`src/rtl/uart_tx_engine.sv`:
```
// uart_tx_engine: 8N1 UART transmitter serving a level tx_ready handshake.
// Ports: clk, rst (sync, active-high), tx_ready, tx_data in;
//        tx_line (idles high), tx_done (1-cycle pulse), tx_busy out.
module uart_tx_engine #(
    parameter int CLKS_PER_BIT = 16,
    parameter int DATA_WIDTH   = 8
) (
    input  logic                  clk,
    input  logic                  rst,
    input  logic                  tx_ready,
    input  logic [DATA_WIDTH-1:0] tx_data,
    output logic                  tx_line,
    output logic                  tx_done,
    output logic                  tx_busy
);

    localparam int IDX_W = (DATA_WIDTH > 1) ? $clog2(DATA_WIDTH) : 1;
    localparam logic [15:0] CNT_LAST = 16'(CLKS_PER_BIT - 1);
    localparam logic [IDX_W-1:0] IDX_LAST = IDX_W'(DATA_WIDTH - 1);

    typedef enum logic [2:0] {
        S_IDLE,
        S_START,
        S_DATA,
        S_STOP,
        S_DONE,
        S_RELEASE
    } state_e;

    state_e                state_q, state_d;
    logic [15:0]           cnt_q, cnt_d;
    logic [IDX_W-1:0]      idx_q, idx_d;
    logic [DATA_WIDTH-1:0] shift_q, shift_d;
    logic                  line_q, line_d;
    logic                  done_q, done_d;
    logic                  busy_q, busy_d;

    logic                  bit_end;
    logic [DATA_WIDTH-1:0] shifted;

    assign bit_end = (cnt_q == CNT_LAST);
    assign shifted = shift_q >> 1;

    always_comb begin
        state_d = state_q;
        cnt_d   = cnt_q;
        idx_d   = idx_q;
        shift_d = shift_q;
        line_d  = line_q;
        done_d  = 1'b0;
        busy_d  = busy_q;

        // Baud counter only runs while a bit is on the line.
        if (state_q == S_START || state_q == S_DATA || state_q == S_STOP) begin
            cnt_d = bit_end ? 16'd0 : cnt_q + 16'd1;
        end

        case (state_q)
            S_IDLE: begin
                line_d = 1'b1;
                if (tx_ready) begin
                    shift_d = tx_data;
                    busy_d  = 1'b1;
                    line_d  = 1'b0;
                    cnt_d   = 16'd0;
                    state_d = S_START;
                end
            end
            S_START: begin
                if (bit_end) begin
                    line_d  = shift_q[0];
                    idx_d   = '0;
                    state_d = S_DATA;
                end
            end
            S_DATA: begin
                if (bit_end) begin
                    // Next bit to drive is bit 0 of the shifted value.
                    shift_d = shifted;
                    if (idx_q != IDX_LAST) begin
                        idx_d  = idx_q + IDX_W'(1);
                        line_d = shifted[0];
                    end else begin
                        line_d  = 1'b1;
                        state_d = S_STOP;
                    end
                end
            end
            S_STOP: begin
                if (bit_end) begin
                    done_d  = 1'b1;
                    busy_d  = 1'b0;
                    state_d = S_DONE;
                end
            end
            S_DONE: begin
                line_d  = 1'b1;
                // A still-held request must drop before another frame.
                state_d = tx_ready ? S_RELEASE : S_IDLE;
            end
            S_RELEASE: begin
                line_d = 1'b1;
                if (!tx_ready) begin
                    state_d = S_IDLE;
                end
            end
            default: begin
                line_d  = 1'b1;
                busy_d  = 1'b0;
                state_d = S_IDLE;
            end
        endcase
    end

    always_ff @(posedge clk) begin
        if (rst) begin
            state_q <= S_IDLE;
            cnt_q   <= 16'd0;
            idx_q   <= '0;
            shift_q <= '0;
            line_q  <= 1'b1;
            done_q  <= 1'b0;
            busy_q  <= 1'b0;
        end else begin
            state_q <= state_d;
            cnt_q   <= cnt_d;
            idx_q   <= idx_d;
            shift_q <= shift_d;
            line_q  <= line_d;
            done_q  <= done_d;
            busy_q  <= busy_d;
        end
    end

    assign tx_line = line_q;
    assign tx_done = done_q;
    assign tx_busy = busy_q;

endmodule
```
`config.mk`:
```
export PLATFORM = sky130hd
export DESIGN_NAME = uart_tx_engine
export DESIGN_NICKNAME = d
export VERILOG_FILES = /design/src/rtl/uart_tx_engine.sv
export SDC_FILE = /design/constraint.sdc
export NUM_CORES = 1
export LEC_CHECK = 0
export ABC_AREA = 1
export CAP_MARGIN = 15
export CELL_PAD_IN_SITES_DETAIL_PLACEMENT = 1
export CELL_PAD_IN_SITES_GLOBAL_PLACEMENT = 2
export CORE_MARGIN = 2
export CORE_UTILIZATION = 32
export DETAILED_ROUTE_END_ITERATION = 10
export PLACE_DENSITY_LB_ADDON = 0.08
export RECOVER_POWER = 25
export SLEW_MARGIN = 20
export SYNTH_ARGS = -nofsm -noshare
export SYNTH_HDL_FRONTEND = slang
export SYNTH_SLANG_ARGS = --single-unit
```
`constraint.sdc`:
```
create_clock -name clk -period 1.7 [get_ports clk]
set_input_delay 0.51 -clock clk [delete_from_list [all_inputs] [get_ports clk]]
set_output_delay 0.51 -clock clk [all_outputs]
set_load 0.02 [all_outputs]
```
# [Word-level counts from Yosys, hierarchy flattened]
# Index checks and enable logic that the tools add are counted.
[totals] ram_bits=0 mem_count=0 romBits=0 ff_bits=33 out_inout_bits=3 latch_bits=0 word_cells=65 in_bits=11
[op_classes] muxes=28 magnitude_cmp=0 div_mod_pow=0 eq_ne=14 n_bitwise=2 addsub=2 n_shift=0 n_mul=0 reduce_logical=12
[op_table] operator="16-bit two-way mux" n=4
[op_table] operator="3-bit two-way mux" n=10
[op_table] operator="3-bit case mux with 6 select lines" n=1
[op_table] operator="16-bit by 1-bit adder with 16-bit output, second input constant" n=1
[op_table] operator="16-bit by 4-bit equality test with 1-bit output, second input constant" n=1
[op_table] operator="8-bit two-way mux" n=2
[op_table] operator="8-bit case mux with 2 select lines" n=1
[op_table] operator="2-bit inequality test, second input constant" n=6
[op_table] operator="3-bit AND reduction" n=3
[op_table] operator="1-bit two-way mux" n=7
[op_table] operator="3-bit by 2-bit equality test with 1-bit output, second input constant" n=2
[op_table] operator="3-bit equality test, second input constant" n=2
[op_table] operator="3-bit case mux with 2 select lines" n=1
[op_table] operator="6-bit AND reduction" n=1
[op_table] operator="1-bit case mux with 4 select lines" n=1
[op_table] operator="4-bit AND reduction" n=1
[op_table] operator="2-bit nonzero test" n=2
[op_table] operator="4-bit OR reduction" n=1
[op_table] operator="3-bit by 1-bit adder with 3-bit output, second input constant" n=1
[op_table] operator="3-bit by 1-bit equality test with 1-bit output, second input constant" n=1
[op_table] operator="3-bit zero test" n=1
[op_table] operator="3-bit inequality test, second input constant" n=1
[op_table] operator="1-bit case mux with 3 select lines" n=1
[op_table] operator="1-bit logical OR" n=2
[op_table] operator="other kinds (3)" n=4

# [Logic depth before layout (Yosys ltp)]
[logic_depth] word_depth=6 depth_mapped=10 ltp_nobuf=10

# [Least setup slack after synthesis]
# Ideal clock, no wire load.
[synth_path] path_type="register to register" start="register cnt_q[0]" end="register cnt_q[5]" n_path_buf=1 slack_ns=0.295 path_stages_with_launch=8 arrival_time_ns=1.290 setup_ns=0.114 synth_period_minus_slack_ns=1.405 required_ns=1.586 path_cell_list="dfxtp_1 ha_1 nand3_1 nor2_1 nand2_2 o21ai_2 buf_6 nor2_1"
[synth_between] elab_chain_len=5 elab_cells_between_ends=6 classes_between="add/sub: 1; eq/ne: 1; mux: 4"
[synth_lines] element="start, declared" line_no="31" rtl="logic [15:0] cnt_q, cnt_d;"
[synth_lines] element="start signal, assigned" line_no="126" rtl="cnt_q <= cnt_d;"
[synth_lines] element="16-bit by 1-bit adder with 16-bit output / 16-bit by 4-bit equality test with 1-bit output (equally long branches)" line_no="55, 41"
[synth_lines] element="16-bit two-way mux (*)" line_no="55" rtl="cnt_d = bit_end ? 16'd0 : cnt_q + 16'd1;"
[synth_lines] element="16-bit two-way mux (*)" line_no="54" rtl="if (state_q == S_START || state_q == S_DATA || state_q == S_STOP) begin"
[synth_lines] element="16-bit two-way mux" line_no="61" rtl="if (tx_ready) begin"
[synth_lines] element="16-bit two-way mux (*)" line_no="58" rtl="case (state_q)"
# Every way passes the cells marked *; elsewhere a longest branch is shown, timed or not.
# A chain may end at the register's enable or synchronous reset.

# [Final worst setup path]
[layout_path] start="register state_q[0]" end="register state_q[2]"
[layout_between] elab_chain_len=3 elab_cells_between_ends=14 classes_between="eq/ne: 11; mux: 1; reduce/logical: 2"
[layout_lines] element="start, declared" line_no="30" rtl="state_e state_q, state_d;"
[layout_lines] element="start signal, assigned" line_no="125" rtl="state_q <= state_d;"
[layout_lines] element="3-bit by 2-bit equality test with 1-bit output (tied with other cells)" line_no="58"
[layout_lines] element="2-bit inequality test (no line)"
[layout_lines] element="6-bit AND reduction (no line)"
# Several ways; a longest one is shown, not always the timed one.

==> run metrics <==
Combinational Power Share=42.3%; Reg2Reg Depth=6; Warnings, synthesis=0; Detailed Route WL=4400 um; maximum number of pins on one net before global-route repair=14; antenna violations before repair=0; leakage dissipation=0.964 nW; Max Clock Freq=656 MHz; final antenna diode count=0; Min-Delay Path Class=reg2reg; switching component of the power=roughly 1.1 mW; DRC viols=0; proportion of total power due to net switching=around two fifths; worst-case vdd ir drop=0.425 mV; Die Footprint=roughly 6300 um2; # port buffers=13; kind of critical path=reg2reg; cell count after synthesis=267; mean instance size in the synthesized netlist=6.78 um2; MaxCap Viol Count=0; via count of the first global-routing pass=1686; layout cell share with drive strength beyond 1=18.9%; required time of the worst setup path=roughly 1.9 ns; CTS Root Cell=sky130_fd_sc_hd__clkbuf_8; Ports=14; total placed instance area=around 2100 um2; Clock Path Buffers=2; number of unique standard cell types used by synthesis=25; count of H-tree levels built during CTS=2; vias per cell=between 4 and 5; Slew HR=67.0%; Remaining Overflow, GRT=0; area of all placed cells without fillers=2210 um2; overall power after layout=2.84 mW; startpoint type of the worst setup path=flip-flop; DIE HEIGHT=79.2 um; first-pass iteration count of the detailed router=4; number of antenna-violating nets in the routed design=0; placement row count=27; DR vias=1703; final critical-path share of the clock period=89.6%; result of the run=completed; total nets after synthesis=around 280; count of endpoints failing setup in the final report=0; fin worst setup slack=0.177 ns; Final Wtd Congestion=0.759; endpoint arrival time on the critical path=1.75 ns; hold-critical path depth=2; clock tree from TritonCTS=done; final slew viol count=0; final hold violation count=0; global-route wire length before repair=7780 um; number of clock sinks seen by CTS=33; Worst-Skew Late Latency=between 0.2 and 0.3 ns; synthesis-to-layout area growth=22.3%; nets=315; Core Region=5470 um2; Synth Register Bits=33; detailed placement HPWL=3400 um; Max Clock Skew=0.00523 ns; x dimension of the die=79.2 um; share of synthesized area occupied by flip-flops and latches=36.5%; unrepaired setup endpoints after global routing=false; final critical-path required period=~1.5 ns; largest fanout on the critical path=7; Netlist Area Pre-Place=1810 um2; proportion of power drawn by flip-flops and latches=35.9%; DP Worst Slack=-0.0594 ns; total CTS buffers=5; starting density of the core=33.1%; drt first-iter violations=47; clock transition time at the flip-flop clock pins of the worst setup and hold paths=0.07 ns; internal cell power=1.70 mW; combined global-route utilization of all metal layers=about 16%; CTS hold repair buffers=0; type of destination of the critical path=flip-flop; Power Density=1280 nW/um2; slew at the pin with the worst max-slew slack=0.492 ns; proportion of power drawn by the clock network=21.8%; WL per Instance=about 12 um
power by group through the flow:
stage	combinational (mW)	clock (mW)	sequential [mW]
2_1_floorplan	0.838	0	1.03
3_3_place_gp	1.23	0	1.04
3_5_place_dp	1.24	0	1.03
4_1_cts	1.23	0.652	1.02
5_1_grt	1.38	0.683	1.04
6_report	1.20	0.619	1.02
critical path: stages, from the launching register on:
cell and delay (ns):
sky130_fd_sc_hd__dfxtp_1 0.52, sky130_fd_sc_hd__inv_2 0.07, sky130_fd_sc_hd__nor3_1 0.43, sky130_fd_sc_hd__inv_1 0.17, sky130_fd_sc_hd__nand3_1 0.13, sky130_fd_sc_hd__nand2_1 0.05, sky130_fd_sc_hd__nor2_1 0.09
what timing repair did:
action,in CTS,in global routing
setup endpoints to repair,3,28
buffers inserted,0,0
gates resized for setup,3,3
synth_stat cells (all sizes together):
| cell type | number | share of area [%] |
|---|---|---|
| nor3 | 9 | 3.6 |
| nor2 | 62 | 15 |
| nand3 | 22 | 7.3 |
| inv | 29 | 6.0 |
| clkbuf | 1 | 0.21 |
| xor2 | 5 | 2.4 |
| or2 | 1 | 0.35 |
| o21ai | 14 | 4.9 |
| dfxtp | 33 | 36 |
| a21oi | 12 | 3.3 |
| ha | 3 | 2.1 |
| nand4 | 1 | 0.35 |
| nand2 | 73 | 17 |
| buf | 2 | 1.2 |
layer usage:
layer	share of wire (%)	GRT usage [%]	up-vias
met1	51	20.4	777
li1	-	-	907
met5	0	0	-
met4	0.86	3.62	0
met3	2.9	4.43	4
met2	45	26.0	15
worst paths after layout:
path	to	slack, ns	from
worst max-delay path	state_q[2]	0.18	state_q[0]
worst min-delay path	tx_busy	0.47	tx_busy
worst max register to register	state_q[2]	0.18	state_q[0]
worst min register to register	tx_busy	0.47	tx_busy
cell usage in the layout, fill, tap and decap left out:
cell                               n
sky130_fd_sc_hd__a21oi_1          12
sky130_fd_sc_hd__buf_4            17
sky130_fd_sc_hd__clkbuf_1          1
sky130_fd_sc_hd__clkbuf_8          6
sky130_fd_sc_hd__clkdlybuf4s50_1  10
sky130_fd_sc_hd__dfxtp_1          32
sky130_fd_sc_hd__dfxtp_2           1
sky130_fd_sc_hd__dlygate4sd2_1     3
sky130_fd_sc_hd__ha_1              2
sky130_fd_sc_hd__ha_2              1
sky130_fd_sc_hd__inv_1            22
sky130_fd_sc_hd__inv_2             7
sky130_fd_sc_hd__nand2_1          66
sky130_fd_sc_hd__nand2_2           5
sky130_fd_sc_hd__nand2_4           2
sky130_fd_sc_hd__nand3_1          19
sky130_fd_sc_hd__nand3_2           2
sky130_fd_sc_hd__nand3_4           1
sky130_fd_sc_hd__nand4_1           1
sky130_fd_sc_hd__nor2_1           54
sky130_fd_sc_hd__nor2_2            4
sky130_fd_sc_hd__nor2_4            4
sky130_fd_sc_hd__nor3_1            6
sky130_fd_sc_hd__nor3_2            3
sky130_fd_sc_hd__o21ai_0           9
sky130_fd_sc_hd__o21ai_1           2
sky130_fd_sc_hd__o21ai_2           2
sky130_fd_sc_hd__o21ai_4           1
sky130_fd_sc_hd__or2_2             1
sky130_fd_sc_hd__xor2_1            5
stage by stage:
step | instances | TNS [ns] | hold slack [ns] | util (%)
floorplan | 267 | 0 | 0.455 | -
global placement | 366 | -0.388 | 0.457 | 39.0
detailed placement | 366 | -0.889 | 0.459 | 39.0
CTS | 373 | 0 | 0.467 | 40.5
global route | 373 | 0 | 0.491 | 40.4
finish | 373 | 0 | 0.468 | 40.4
flip-flops by register name, indices dropped and copies added, names as in the netlist:
signal and flops:
tx_busy 1, tx_line 1, cnt_q 16, idx_q 3, tx_done 1, shift_q 8
state_q 3
cell families after synthesis:
family                   share of synthesized area, %
adder cells (fa/ha/maj)                          2.07
flip-flops                                       36.5
AO/OA/AOI/OAI                                    8.22
buffers and inverters                            7.46
AND/OR/NAND/NOR                                  43.3
XOR/XNOR                                         2.42
cell type report:
cell class / count / area (um2)
Multi-Input combinational cell: 202 / 1010
Clock buffer: 7 / 86.3
Fill cell: 734 / 3260
Timing Repair Buffer: 30 / 254
Inverter: 29 / 109
Tap cell: 72 / 90.1
Sequential cell: 33 / 662
No activity file was read; power rests on OpenSTA's default activity.
